### src/rtl/regfile_pkg.sv
// Shared constants, clear-sequencer state encoding and a width helper for
// the multi-port register file.
package regfile_pkg;

  localparam int RF_WIDTH  = 32;
  localparam int RF_DEPTH  = 32;
  localparam int RF_NUM_RD = 2;

  typedef enum logic {
    CLR_IDLE  = 1'b0,
    CLR_SWEEP = 1'b1
  } clr_state_e;

  function automatic int rf_clog2(input int n);
    int r;
    r = 0;
    while ((1 << r) < n) r++;
    return r;
  endfunction

endpackage

### src/rtl/rf_clear_seq.sv
// Bulk-clear sequencer: walks every register index once, one per cycle,
// after a single-cycle clear request.
module rf_clear_seq
  import regfile_pkg::*;
#(
  parameter int DEPTH = RF_DEPTH,
  parameter int AW    = rf_clog2(DEPTH)
) (
  input  logic          i_clk,
  input  logic          i_rst_n,
  input  logic          i_clr_req,
  output logic          o_clr_busy,
  output logic          o_clr_active,
  output logic          o_clr_we,
  output logic [AW-1:0] o_clr_idx,
  output clr_state_e    o_state
);

  clr_state_e    r_state;
  logic [AW-1:0] r_idx;
  logic          r_clr_busy;

  // clr_busy tracks the state register so it is high for exactly DEPTH cycles.
  always_ff @(posedge i_clk or negedge i_rst_n) begin
    if (!i_rst_n) begin
      r_state    <= CLR_IDLE;
      r_idx      <= '0;
      r_clr_busy <= 1'b0;
    end else begin
      case (r_state)
        CLR_IDLE: begin
          if (i_clr_req) begin
            r_state    <= CLR_SWEEP;
            r_idx      <= '0;
            r_clr_busy <= 1'b1;
          end
        end
        CLR_SWEEP: begin
          if (r_idx == AW'(DEPTH - 1)) begin
            r_state    <= CLR_IDLE;
            r_idx      <= '0;
            r_clr_busy <= 1'b0;
          end else begin
            r_idx <= r_idx + AW'(1);
          end
        end
        default: begin
          r_state    <= CLR_IDLE;
          r_idx      <= '0;
          r_clr_busy <= 1'b0;
        end
      endcase
    end
  end

  assign o_clr_busy   = r_clr_busy;
  assign o_clr_active = (r_state == CLR_SWEEP);
  assign o_clr_we     = (r_state == CLR_SWEEP);
  assign o_clr_idx    = r_idx;
  assign o_state      = r_state;

endmodule

### src/rtl/regfile_mp.sv
// Decode-stage register file: configurable width/depth/read ports, writeback
// bypass, per-register busy scoreboard and a sequenced bulk clear.
module regfile_mp
  import regfile_pkg::*;
#(
  parameter  int WIDTH    = RF_WIDTH,
  parameter  int DEPTH    = RF_DEPTH,
  parameter  int NUM_RD   = RF_NUM_RD,
  parameter  int ZERO_REG = 1,
  localparam int AW       = rf_clog2(DEPTH)
) (
  input  logic                    clk,
  input  logic                    reset,
  input  logic [NUM_RD*AW-1:0]    rd_addr,
  output logic [NUM_RD*WIDTH-1:0] rd_data,
  output logic [NUM_RD-1:0]       rd_busy,
  input  logic                    wr_en,
  input  logic [AW-1:0]           wr_addr,
  input  logic [WIDTH-1:0]        wr_data,
  input  logic                    rsv_en,
  input  logic [AW-1:0]           rsv_addr,
  input  logic                    clr_req,
  output logic                    clr_busy
);

  logic [WIDTH-1:0] r_mem [DEPTH];
  logic [DEPTH-1:0] r_busy;

  logic             w_clr_active;
  logic             w_clr_we;
  logic [AW-1:0]    w_clr_idx;
  clr_state_e       w_clr_state;
  logic             w_idle;
  logic             w_zero_en;
  logic             w_wr_ok;
  logic             w_rsv_ok;
  logic             w_byp_en;

  rf_clear_seq #(
    .DEPTH (DEPTH),
    .AW    (AW)
  ) u_clear_seq (
    .i_clk        (clk),
    .i_rst_n      (reset),
    .i_clr_req    (clr_req),
    .o_clr_busy   (clr_busy),
    .o_clr_active (w_clr_active),
    .o_clr_we     (w_clr_we),
    .o_clr_idx    (w_clr_idx),
    .o_state      (w_clr_state)
  );

  assign w_idle    = (w_clr_state == CLR_IDLE);
  assign w_zero_en = (ZERO_REG != 0);
  assign w_wr_ok   = wr_en && w_idle && !(w_zero_en && (wr_addr == '0));
  assign w_rsv_ok  = rsv_en && w_idle && !(w_zero_en && (rsv_addr == '0));
  assign w_byp_en  = wr_en && !w_clr_active;

  // Reserve is applied after the write so a new producer keeps the register busy.
  always_ff @(posedge clk or negedge reset) begin
    if (!reset) begin
      for (int i = 0; i < DEPTH; i++) r_mem[i] <= '0;
      r_busy <= '0;
    end else if (w_clr_we) begin
      r_mem[w_clr_idx]  <= '0;
      r_busy[w_clr_idx] <= 1'b0;
    end else begin
      if (w_wr_ok) begin
        r_mem[wr_addr]  <= wr_data;
        r_busy[wr_addr] <= 1'b0;
      end
      if (w_rsv_ok) r_busy[rsv_addr] <= 1'b1;
    end
  end

  for (genvar p = 0; p < NUM_RD; p++) begin : g_rd
    logic [AW-1:0]    w_addr;
    logic [WIDTH-1:0] w_data;
    logic             w_busy;

    assign w_addr = rd_addr[p*AW +: AW];

    always_comb begin
      w_data = r_mem[w_addr];
      w_busy = r_busy[w_addr];
      if (w_zero_en && (w_addr == '0)) begin
        w_data = '0;
        w_busy = 1'b0;
      end else if (w_byp_en && (wr_addr == w_addr)) begin
        w_data = wr_data;
        w_busy = rsv_en && (rsv_addr == w_addr);
      end
    end

    assign rd_data[p*WIDTH +: WIDTH] = w_data;
    assign rd_busy[p]                = w_busy;
  end

endmodule

### config.mk
export PLATFORM = sky130hd
export DESIGN_NAME = regfile_mp
export DESIGN_NICKNAME = d
export VERILOG_FILES = /design/src/rtl/regfile_pkg.sv /design/src/rtl/rf_clear_seq.sv /design/src/rtl/regfile_mp.sv
export SDC_FILE = /design/constraint.sdc
export NUM_CORES = 2
export LEC_CHECK = 0
export BUFFER_PORTS_ARGS = -buffer_cell sky130_fd_sc_hd__buf_2
export CAP_MARGIN = 20
export CORE_MARGIN = 2
export CORE_UTILIZATION = 50
export DETAILED_ROUTE_END_ITERATION = 16
export PLACE_DENSITY = 0.7
export SLEW_MARGIN = 10
export SYNTH_ARGS = -nofsm -noshare
export SYNTH_HDL_FRONTEND = slang
export SYNTH_SLANG_ARGS = --single-unit
### constraint.sdc
create_clock -name clk -period 2.8 [get_ports clk]
set_clock_uncertainty 0.15 [all_clocks]
set_input_delay 0.56 -clock clk [delete_from_list [all_inputs] [get_ports clk]]
set_output_delay 0.56 -clock clk [all_outputs]
set_load 0.05 [all_outputs]
==> run summary <==
Num ports - 124
RSZ-0062 raised after global routing - true
Routed WL - 243 mm
Initial antenna violation count - 9
Worst EP required - 2.09 ns
Global-route usage over all layers - 41.9%
Total die area - 115000 um2
Critical path's top delay family - buffers and inverters
First-pass GRT wire length - 347 mm
CP dominant cell by count - buf_12
Max VDD drop - 0.000519 V
Yosys cell types - 67
Port Buffers - 123
HP Class - input pin to flip-flop
Maximum root-to-sink buffer count - 3
Synthesized area - 55900 um2
FMAX - 283 MHz
Post-Place Cell Area - 64000 um2
Status - complete, but fails checks
Worst setup path startpoint - wr_addr[1]
Largest cells by area after synthesis - dfrtp_1 48%, mux4_2 20%, a22o_1 16%
CTS clk-pin slew, worst paths - 0.06 ns
Crit path DAT - 2.82 ns
Post-route ant nets - 0
EDFF count, synth - 0
Drt wl/cell - 39.8 um
Instance count on the critical path - 10
Setup CP Type - input pin to output port
P&R area growth vs syn - 26.8%
Async SR Flop Fraction - 100%
Die H - 338 um
Placed insts - 5794
Total CTS buffers - 111
Met1 wire length - 81.0 mm
Post-synth top area cell - dfrtp_1
Warnings, synthesis - 0
Crit-path cells - buf_2, xnor2_2, nand3_2, o41ai_4, buf_4, buf_12, buf_12, a211oi_4, a211o_4, buf_12
Critical path startpoint category - input pin
Clk Tree Root Cell - clkbuf_16
Met3 wire length - 43.0 mm
P_leak - 31.5 nW
Sequential element share of the synthesized area - 47.6%
R2r startpoint - u_clear_seq.o_clr_active$_DFF_PN0_
Setup Viol. Count Final - 66
Final HPWL DP - 153 mm
Synth Area per Inst - 13.7 um2
CTS H-tree lvls - 3
Synth top area share - 47.6%
Crit path buffers/inverters - 5
Syn_nets - 4148
#FFs+latches synth - 1063
Pwr/cell area - 693 nW/um2
Fin crit period - 3.53 ns
Drt first pass iters - 6
Final Max Slew Viols - 0
Total clock sinks - 1063
DRC viols - 0
FP Rows - 122
Final worst-path cycle share - 126%
Min-Delay Path Depth - 2
Largest net degree at the start of global routing - 91
Crit end category - output port
FF-to-FF path depth - 8
Primary FF master, synth - dfrtp_1
Fin nets - 4590
Initial Util - 50.5%
Crit-path max cell delay - 0.42 ns
Relative slew slack - 18.7%
Layout cell share with drive strength beyond 1 - 40.2%
DR iter-0 viols - 8863
TritonCTS clock tree - yes
Gpl congestion - 0.981
CP max-delay cell - o41ai_4
Die width - 338 um
Smallest setup slack after layout - -0.734 ns
Failing checks - setup timing
Non-Filler Instances - 6119
Gate Count Post-Synth - 4086
Clk_lat worst skew - 0.70 ns
Post-route cell area - 70900 um2
Post-Place Worst Slack - -0.842 ns
Core Area - 111000 um2
DR top layer - met5
Slew at the pin closest to its max-slew limit - 1.22 ns
Vias per Instance - 7.90
Vias - 48300
GRT overflow - 0
Max-Cap Viols - 0
HP Start - clr_req
Routed wl met2 - 99.3 mm
Hold Vio Cnt, Final - 0
Vias in the first global route - 47800
Crit Path Max Fanout - 7
==> report_power, final <==
part	switching [mW]	total [mW]	internal, mW	leakage [nW]
Sequential	2.21	20.0	17.8	14.7
Clock	6.67	15.6	8.93	1.87
Combinational	7.03	13.5	6.51	14.9
==> what timing repair did <==
item                                    in CTS  in global routing
endpoints found under the setup margin      66                 70
gates resized for setup                    258                142
pin swaps                                   37                 46
hold endpoints to repair                    23                  0
gates cloned                                14                  0
buffers inserted                            63                 39
hold buffers                                 1                  0
==> per-stage QoR <==
step           setup TNS, ns  power, mW  hold WS, ns  util [%]
2_1_floorplan         -12.37       26.7        0.114         -
3_3_place_gp          -45.99       31.8        0.336      57.8
3_5_place_dp          -48.04       32.1        0.340      57.8
4_1_cts               -38.84       48.1       0.0293      63.1
5_1_grt               -42.23       50.2       0.0488      64.0
6_report              -40.61       49.1       0.0563      64.0
==> Yosys cell counts (3+ instances only) <==
library cell	count
mux2i_1	120
a221o_1	7
nand3b_1	8
o21ai_0	42
nor3_1	13
mux2_2	7
nand2b_1	40
a221oi_1	27
o221ai_1	4
nor2_1	74
nor4_1	6
dfrtp_1	1063
o32ai_1	3
and3_1	31
o211ai_1	3
o22ai_1	67
xor2_1	10
buf_6	28
a211o_1	36
and2_1	41
buf_8	3
a21oi_1	51
nor3b_1	8
ha_1	5
a21oi_2	7
inv_1	9
xnor2_1	11
a211oi_1	54
nor2b_1	27
clkbuf_1	329
a31oi_1	28
buf_2	109
nand2_1	82
a2111oi_0	5
nand3_1	38
buf_4	30
a22oi_1	35
or2_2	3
nand4_1	4
a22o_1	1023
nor2_4	7
buf_1	47
mux4_2	507
==> flip-flops by register name, summed over array words and instances, names as in the netlist <==
| name | flops |
|---|---|
| u_clear_seq.o_clr_busy | 1 |
| u_clear_seq.o_clr_idx | 5 |
| r_mem | 1024 |
| r_busy | 32 |
| u_clear_seq.o_clr_active | 1 |
==> cell type report <==
cell class / count / area [um2]
well taps: 1488 / 1860
flip-flops and latches: 1063 / 26600
repair buffers: 875 / 9870
fillers: 7850 / 39900
clock buffers: 152 / 3200
diodes: 9 / 22.5
multi-input cells: 2464 / 28700
clock inverters: 55 / 591
inverters: 13 / 50.0
==> cell usage in the layout, fill, tap and decap left out, types with 35 or more instances in the layout <==
cell and n:
buf_6 64, mux2i_1 117, nand2b_1 38, a21oi_4 37, nor2_4 53, nand3_1 35
buf_12 189, dfrtp_1 1063, and2_1 41, o22ai_1 48, mux4_2 507, buf_2 48
a22o_1 1023, nand2_1 81, buf_4 514, clkbuf_16 113
==> final timing paths <==
path | slack [ns] | endpoint
min in group asynchronous | 0.27 | r_mem[232]$_DFFE_PN0P_
max in group asynchronous | 1.20 | r_mem[843]$_DFFE_PN0P_
worst min register to register | 0.36 | r_mem[993]$_DFFE_PN0P_
worst max-delay path | -0.73 | rd_data[10]
worst max register to register | 0.07 | r_mem[18]$_DFFE_PN0P_
worst min-delay path | 0.06 | u_clear_seq.o_clr_idx[3]$_DFFE_PN0P_
==> worst reg2reg max path, stage by stage, from the launching register on <==
cell and delay, ns:
dfrtp_1 0.37, buf_4 0.27, nor2b_1 0.14, nand3_1 0.16, buf_12 0.15, nor2_4 0.05, a21oi_4 0.89, buf_12 0.31
a22o_1 0.19
==> logic make-up (layout without fill, tap and decap cells) <==
family / count (synthesis) / after routing / synth area share [%]
AND/OR/NAND/NOR: 394 / 394 / 3.76
buffers and inverters: 559 / 1095 / 4.63
other: 0 / 9 / 0
multiplexers: 634 / 634 / 22.7
XOR/XNOR: 21 / 21 / 0.329
AO/OA/AOI/OAI: 1410 / 1410 / 20.9
adder cells (fa/ha/maj): 5 / 5 / 0.112
flip-flops: 1063 / 1063 / 47.6
==> routing by layer <==
metal / vias up / global-route usage, %
met1: 24400 / 53.1
met3: 1283 / 20.5
li1: 17500 / -
met2: 5164 / 56.0
met4: 8 / 29.1
met5: - / 0.750
Power figures use the tool's default switching activity.
